### src/rtl/seg_pkg.sv
// +----------------------------------------------------------------------------+
// | seg_pkg: shared constants, scan FSM states and digit helpers for the       |
// | 4-digit 7-segment scan controller.                                         |
// | Revision: 1.0                                                              |
// +----------------------------------------------------------------------------+
`default_nettype none

package seg_pkg;

    localparam logic [6:0] SEG_BLANK = 7'h7F;
    localparam logic [3:0] AN_OFF    = 4'hF;

    typedef enum logic [0:0] {
        S_BLANK = 1'b0,
        S_ON    = 1'b1
    } scan_state_t;

    function automatic logic [3:0] get_digit(input logic [15:0] v, input logic [1:0] k);
        return v[{k, 2'b00} +: 4];
    endfunction

    // True when digit k and every more-significant digit are zero; digit 0 never qualifies.
    function automatic logic lz_blank(input logic [15:0] v, input logic [1:0] k);
        case (k)
            2'd1:    return (v[15:4]  == 12'h000);
            2'd2:    return (v[15:8]  == 8'h00);
            2'd3:    return (v[15:12] == 4'h0);
            default: return 1'b0;
        endcase
    endfunction

endpackage

`default_nettype wire

### src/rtl/seg_scan_ctrl_if.sv
// +----------------------------------------------------------------------------+
// | seg_scan_ctrl_if: value/control inputs and display pin outputs of the      |
// | scan controller.                                                           |
// | Revision: 1.0                                                              |
// +----------------------------------------------------------------------------+
`default_nettype none

interface seg_scan_ctrl_if;
    logic        enable;
    logic        load;
    logic [15:0] value;
    logic [3:0]  dp_en;
    logic        blank_lz;
    logic [3:0]  an;
    logic [6:0]  seg;
    logic        dp;
    logic        frame_done;

    modport master (
        output enable, load, value, dp_en, blank_lz,
        input  an, seg, dp, frame_done
    );

    modport slave (
        input  enable, load, value, dp_en, blank_lz,
        output an, seg, dp, frame_done
    );
endinterface

`default_nettype wire

### src/rtl/seg_scan_ctrl_display.sv
// +----------------------------------------------------------------------------+
// | display: BCD to active-low 7-segment decoder, o_seg[6] = a .. o_seg[0] = g.|
// | Revision: 1.0                                                              |
// +----------------------------------------------------------------------------+
`default_nettype none

module display (
    input  logic [3:0] i_bcd,
    output logic [6:0] o_seg
);
    always_comb begin
        case (i_bcd)
            4'd0:    o_seg = 7'b0000001;
            4'd1:    o_seg = 7'b1001111;
            4'd2:    o_seg = 7'b0010010;
            4'd3:    o_seg = 7'b0000110;
            4'd4:    o_seg = 7'b1001100;
            4'd5:    o_seg = 7'b0100100;
            4'd6:    o_seg = 7'b0100000;
            4'd7:    o_seg = 7'b0001111;
            4'd8:    o_seg = 7'b0000000;
            4'd9:    o_seg = 7'b0000100;
            default: o_seg = 7'b0000001;
        endcase
    end
endmodule

`default_nettype wire

### src/rtl/seg_scan_ctrl.sv
// +----------------------------------------------------------------------------+
// | seg_scan_ctrl: time-multiplexed 4-digit scan with dead time, leading-zero  |
// | blanking and frame-aligned value updates.                                  |
// | Revision: 1.0                                                              |
// +----------------------------------------------------------------------------+
`default_nettype none

module seg_scan_ctrl
    import seg_pkg::*;
#(
    parameter int REFRESH_DIV = 100000,
    parameter int BLANK_CYC   = 64
) (
    input  logic            clk,
    input  logic            rst_n,
    seg_scan_ctrl_if.slave  bus
);
    localparam int             CNT_W     = $clog2(REFRESH_DIV);
    localparam logic [CNT_W-1:0] CNT_LAST  = CNT_W'(REFRESH_DIV - 1);
    localparam logic [CNT_W-1:0] CNT_BLEND = CNT_W'(BLANK_CYC - 1);

    scan_state_t      state_q, state_d;
    logic [CNT_W-1:0] cnt_q, cnt_d;
    logic [1:0]       slot_q, slot_d;
    logic [15:0]      shadow_q, shadow_d;
    logic [15:0]      pending_q, pending_d;
    logic             pend_flag_q, pend_flag_d;
    logic [3:0]       an_q, an_d;
    logic [6:0]       seg_q, seg_d;
    logic             dp_q, dp_d;
    logic             frame_done_q, frame_done_d;

    logic             boundary;
    logic [3:0]       w_nib;
    logic [6:0]       w_seg_dec;
    logic             w_lz;
    logic             w_lit;

    always_comb begin
        state_d  = state_q;
        cnt_d    = cnt_q + CNT_W'(1);
        slot_d   = slot_q;
        boundary = bus.enable && (cnt_q == CNT_LAST) && (slot_q == 2'd3);
        if (!bus.enable) begin
            state_d = S_BLANK;
            cnt_d   = '0;
            slot_d  = 2'd0;
        end else if (cnt_q == CNT_LAST) begin
            state_d = S_BLANK;
            cnt_d   = '0;
            slot_d  = slot_q + 2'd1;
        end else if (state_q == S_BLANK && cnt_q == CNT_BLEND) begin
            state_d = S_ON;
        end

        // While dark nothing is visible, so the shadow can follow pending freely.
        shadow_d    = (!bus.enable || (boundary && pend_flag_q)) ? pending_q : shadow_q;
        pending_d   = bus.load ? bus.value : pending_q;
        pend_flag_d = bus.load || (pend_flag_q && bus.enable && !boundary);
    end

    assign w_nib = get_digit(shadow_d, slot_d);

    display u_display (
        .i_bcd (w_nib),
        .o_seg (w_seg_dec)
    );

    always_comb begin
        w_lz         = bus.blank_lz && lz_blank(shadow_d, slot_d);
        w_lit        = bus.enable && (state_d == S_ON) && !w_lz;
        an_d         = w_lit ? ~(4'b0001 << slot_d) : AN_OFF;
        seg_d        = (!bus.enable || w_lz) ? SEG_BLANK : w_seg_dec;
        dp_d         = w_lit ? ~bus.dp_en[slot_d] : 1'b1;
        frame_done_d = boundary;
    end

    always_ff @(posedge clk) begin
        if (!rst_n) begin
            state_q      <= S_BLANK;
            cnt_q        <= '0;
            slot_q       <= 2'd0;
            shadow_q     <= 16'h0000;
            pending_q    <= 16'h0000;
            pend_flag_q  <= 1'b0;
            an_q         <= AN_OFF;
            seg_q        <= SEG_BLANK;
            dp_q         <= 1'b1;
            frame_done_q <= 1'b0;
        end else begin
            state_q      <= state_d;
            cnt_q        <= cnt_d;
            slot_q       <= slot_d;
            shadow_q     <= shadow_d;
            pending_q    <= pending_d;
            pend_flag_q  <= pend_flag_d;
            an_q         <= an_d;
            seg_q        <= seg_d;
            dp_q         <= dp_d;
            frame_done_q <= frame_done_d;
        end
    end

    assign bus.an         = an_q;
    assign bus.seg        = seg_q;
    assign bus.dp         = dp_q;
    assign bus.frame_done = frame_done_q;

endmodule

`default_nettype wire

### src/flat_wrapper.sv
// flat-port wrapper written by rule: the top's interface ports become plain ports
module seg_scan_ctrl_flat import seg_pkg::*;
#(
    parameter int REFRESH_DIV = 100000,
    parameter int BLANK_CYC   = 64
)
  (clk, rst_n, bus_enable, bus_load, bus_value, bus_dp_en, bus_blank_lz, bus_an, bus_seg, bus_dp, bus_frame_done);
  seg_scan_ctrl_if bus_i ();
  input  logic clk;
  input  logic rst_n;
  input wire logic [$bits(bus_i.enable)-1:0] bus_enable;
  input wire logic [$bits(bus_i.load)-1:0] bus_load;
  input wire logic [$bits(bus_i.value)-1:0] bus_value;
  input wire logic [$bits(bus_i.dp_en)-1:0] bus_dp_en;
  input wire logic [$bits(bus_i.blank_lz)-1:0] bus_blank_lz;
  output wire logic [$bits(bus_i.an)-1:0] bus_an;
  output wire logic [$bits(bus_i.seg)-1:0] bus_seg;
  output wire logic [$bits(bus_i.dp)-1:0] bus_dp;
  output wire logic [$bits(bus_i.frame_done)-1:0] bus_frame_done;
  assign bus_i.enable = bus_enable;
  assign bus_i.load = bus_load;
  assign bus_i.value = bus_value;
  assign bus_i.dp_en = bus_dp_en;
  assign bus_i.blank_lz = bus_blank_lz;
  assign bus_an = bus_i.an;
  assign bus_seg = bus_i.seg;
  assign bus_dp = bus_i.dp;
  assign bus_frame_done = bus_i.frame_done;
  seg_scan_ctrl #(.REFRESH_DIV(REFRESH_DIV), .BLANK_CYC(BLANK_CYC)) u_core (.clk(clk), .rst_n(rst_n), .bus(bus_i));
endmodule
### config.mk
export PLATFORM = sky130hd
export DESIGN_NAME = seg_scan_ctrl_flat
export DESIGN_NICKNAME = d
export VERILOG_FILES = /design/src/rtl/seg_pkg.sv /design/src/rtl/seg_scan_ctrl_if.sv /design/src/rtl/seg_scan_ctrl_display.sv /design/src/rtl/seg_scan_ctrl.sv /design/src/flat_wrapper.sv
export SDC_FILE = /design/constraint.sdc
export NUM_CORES = 1
export LEC_CHECK = 0
export ABC_AREA = 1
export BUFFER_PORTS_ARGS = -buffer_cell sky130_fd_sc_hd__buf_2
export CAP_MARGIN = 25
export CORE_ASPECT_RATIO = 0.6
export CORE_MARGIN = 10
export CORE_UTILIZATION = 50
export CTS_BUF_LIST = sky130_fd_sc_hd__clkbuf_4 sky130_fd_sc_hd__clkbuf_8
export CTS_CLUSTER_SIZE = 12
export DETAILED_ROUTE_END_ITERATION = 6
export PLACE_DENSITY = 0.72
export SLEW_MARGIN = 30
export SYNTH_ARGS = -nofsm -noshare
export SYNTH_HDL_FRONTEND = slang
export SYNTH_HIERARCHICAL = 1
export SYNTH_SLANG_ARGS = --single-unit
export TNS_END_PERCENT = 50
### constraint.sdc
create_clock -name clk -period 3.15 [get_ports clk]
set_clock_uncertainty 0.2 [all_clocks]
set_input_delay 0 -clock clk [delete_from_list [all_inputs] [get_ports clk]]
set_output_delay 0 -clock clk [all_outputs]
set_load 0.01 [all_outputs]
==> results.cfg <==
[floorplanning]
die_area_um2 = 9290
core.rowCount = 21
start_util = 0.517
core_area_um2 = 5570
fp.dieW_um = 118
die_height_um = 78.8
io_pins = 38

[cts]
cts_inserted_buffers = 9
htree_levels = 3
cts.clk_slew.worst_paths_ns = 0.07
cts_buffer_depth = 2
clock_sinks = 66
cts_tree = built
cts-root-buf = clkbuf_8
clock_latency_ns = 0.35

[timing]
setup_ws_ns = 0.228
fmax_mhz = 342
fin_crit_sh = 0.928
worstMarginPinSlew_ns = 0.698
relSlewSlack = 0.534
drv_slew = 0
hold_viol_final = 0
fin_crit_ns = 2.92
finalSetupViolCount = 0

[critical_path]
required_ns = 3.18
startpoint_type = register
worstReg2RegStart = u_core/cnt_q[12]
path_common_cell = nand2_1
critical-path-max-stage-delay_ns = 0.36
worst-setup-path-type = register to register
r2r_setup_slack_ns = 0.23
cp_slowest_cell = dfxtp_1
path_buf_inv = 3
r2r-end = u_core/bus.seg[0]
cp_top_family = simple AND/OR/NAND/NOR gates
worstRegToRegCells = 20
path_cells = nor2_1 -> nand2_1 -> nor3_4 -> nand2_2 -> nand2_1 -> nand2_1 -> nor2_4 -> inv_1 -> nand2_1 -> o22ai_1 -> nor2_1 -> o21ai_0 -> buf_4 -> ha_1 -> nand2_1 -> nand2_1 -> nor2_1 -> nor2_1 -> inv_1 -> nand3_1
end_kind = register
cp.arrival_ns = 2.95
crit_fanout = 5

[synthesis]
ys.flop_type = dfxtp_1
synth_top_area_share = 0.459
seq_area_frac_synth = 0.459
synth.avg_cell_area_um2 = 7.44
synth_edf_count = 0
syn_nets = 418
synthesis.area_um2 = 2880
ys_top_cells_by_area = dfxtp_1, nor2_1, nand2_1, inv_1, nand3_1
yosysTopAreaCell = dfxtp_1
async_flop_share = 0
synthDistinctLibCells = 36
ys_seq_elements = 66
ys_warn_count = 6
synthCells = 387

[grt]
grt_pass1_vias = 2626
grt-ovfl-total = 0
grt_pass1_wl_um = 12300
grt_antenna_before_repair = 0
grt_usage = 0.161
grt_max_degree = 27

[place]
dp.cells = 507
dp_slack_ns = -0.0331
postPlaceCellArea_um2 = 3200
gp_congestion = 0.953
portBuffers = 37
dp_hpwl_um = 4910

[layout]
layout_common_cells = nor2_1, dfxtp_1, nand2_1
nets = 508
final_area_um2 = 3810
finalNonFillerCells = 562
final_util = 0.684
area_delta_synth_final_pct = 32.3
multi_input_area_um2 = 1320
n_fill_cell = 457
antennaDiodeCount = 0
mostFrequentLayoutCell = nor2_1
regArea_um2 = 1320
drive_above_1_share = 0.185

[detailed_routing]
drtIter0Drc = 178
wl_per_cell_um = 12.7
num_vias = 2766
postRouteAntennaNets = 0
via_per_inst = 4.92
drc = 0
drt_first_pass_iters = 5
wl_um = 7150

[flow_run]
drv_cap = 0

[worst_hold_path]
worst_hold_path.num_cells = 4
worstHoldEndpoint = u_core/bus.seg[1]
hold_class = primary input to register
hp-start = rst_n

[pwr]
total_power_w = 0.00180
p_leak_nw = 1.71
ir_drop_v = 0.000301
p_per_area_nw_per_um2 = 472

[outcome]
status = finished clean
Yosys cell counts, types with 2 or more instances:
| cell type | n |
|---|---|
| a21oi_1 | 19 |
| and3_1 | 2 |
| clkbuf_1 | 7 |
| dfxtp_1 | 66 |
| ha_1 | 6 |
| inv_1 | 52 |
| nand2_1 | 61 |
| nand2_2 | 3 |
| nand3_1 | 29 |
| nand3_2 | 2 |
| nor2_1 | 73 |
| nor3_1 | 7 |
| nor3b_1 | 3 |
| nor4_1 | 2 |
| o21a_1 | 2 |
| o21ai_0 | 22 |
| o21ai_2 | 4 |
| o21bai_1 | 3 |
| o22ai_1 | 4 |
| or2_2 | 2 |
| xnor2_1 | 2 |
| xor2_1 | 2 |
per-stage QoR:
stage          setup TNS (ns)  hold slack (ns)
2_1_floorplan               0          -0.0651
5_1_grt               -0.0800            0.182
3_3_place_gp                0           0.0225
4_1_cts                     0            0.107
6_report                    0            0.118
3_5_place_dp          -0.0642           0.0260
sequential cells by signal (all words and copies together), names as in the netlist:
signal / count
u_core/cnt_q: 17
u_core/pending_q: 16
u_core/state_q: 1
u_core/shadow_q: 16
u_core/bus.an: 4
u_core/bus.frame_done: 1
u_core/pend_flag_q: 1
u_core/bus.seg: 7
u_core/bus.dp: 1
u_core/slot_q: 2
worst reg2reg max path, cell delays in order, from the launching register on:
cell     delay, ns
dfxtp_1       0.36
nor2_1        0.13
nand2_1       0.13
nor3_4        0.27
nand2_2       0.11
nand2_1       0.08
nand2_1       0.09
nor2_4        0.15
inv_1         0.10
nand2_1       0.13
o22ai_1       0.11
nor2_1        0.09
o21ai_0       0.13
buf_4         0.17
ha_1          0.18
nand2_1       0.09
nand2_1       0.06
nor2_1        0.08
nor2_1        0.04
inv_1         0.05
nand3_1       0.06
repair_timing:
item / 4_1_cts / 5_1_grt
resized for setup: 1 / 8
hold buffers: 38 / 0
pin swaps: 1 / 2
endpoints found under the hold margin: 37 / 0
buffers inserted: 1 / 0
setup endpoints to repair: 2 / 8
cells by family (layout without fill, tap and decap cells):
family | count (synthesis) | count (layout) | synth area share
adder cells (fa/ha/maj) | 6 | 6 | 0.0261
flip-flops | 66 | 66 | 0.459
AO/OA/AOI/OAI | 59 | 59 | 0.118
AND/OR/NAND/NOR | 189 | 189 | 0.294
XOR/XNOR | 4 | 4 | 0.0122
buffers and inverters | 63 | 158 | 0.0900
worst max path at each step:
stage               cells after the start                 to        startpoint
finish                                 20  u_core/bus.seg[0]  u_core/cnt_q[12]
global route                           18  u_core/bus.seg[3]   u_core/cnt_q[0]
CTS                                    18  u_core/bus.seg[6]   u_core/cnt_q[0]
detailed placement                     16  u_core/bus.seg[6]   u_core/cnt_q[0]
global placement                       14  u_core/bus.seg[6]   u_core/cnt_q[0]
floorplan                              19  u_core/bus.seg[3]   u_core/cnt_q[0]
final cells by class:
class,count,share of cell area
multi-input cells,258,0.348
inverters,53,0.0522
clock inverters,7,0.0184
repair buffers,89,0.176
flip-flops and latches,66,0.347
clock buffers,9,0.0325
well taps,80,0.0263
per-layer routing:
metal | wire length [um] | GRT usage | part of all wire | up-vias
met5 | 0 | 0 | 0 | -
met3 | 535 | 0.0614 | 0.075 | 12
met2 | 2890 | 0.234 | 0.40 | 108
met1 | 3620 | 0.213 | 0.51 | 1231
li1 | - | - | - | 1415
met4 | 113 | 0.0602 | 0.016 | 0
report_power, final:
group          total (W)  leakage [nW]  internal, W  switching [W]
Sequential      0.000880         0.541     0.000868      0.0000116
Combinational   0.000218          1.07     0.000101       0.000117
Clock           0.000698        0.0990     0.000363       0.000335
Total            0.00180          1.71      0.00133       0.000464
Power figures use the tool's default switching activity.
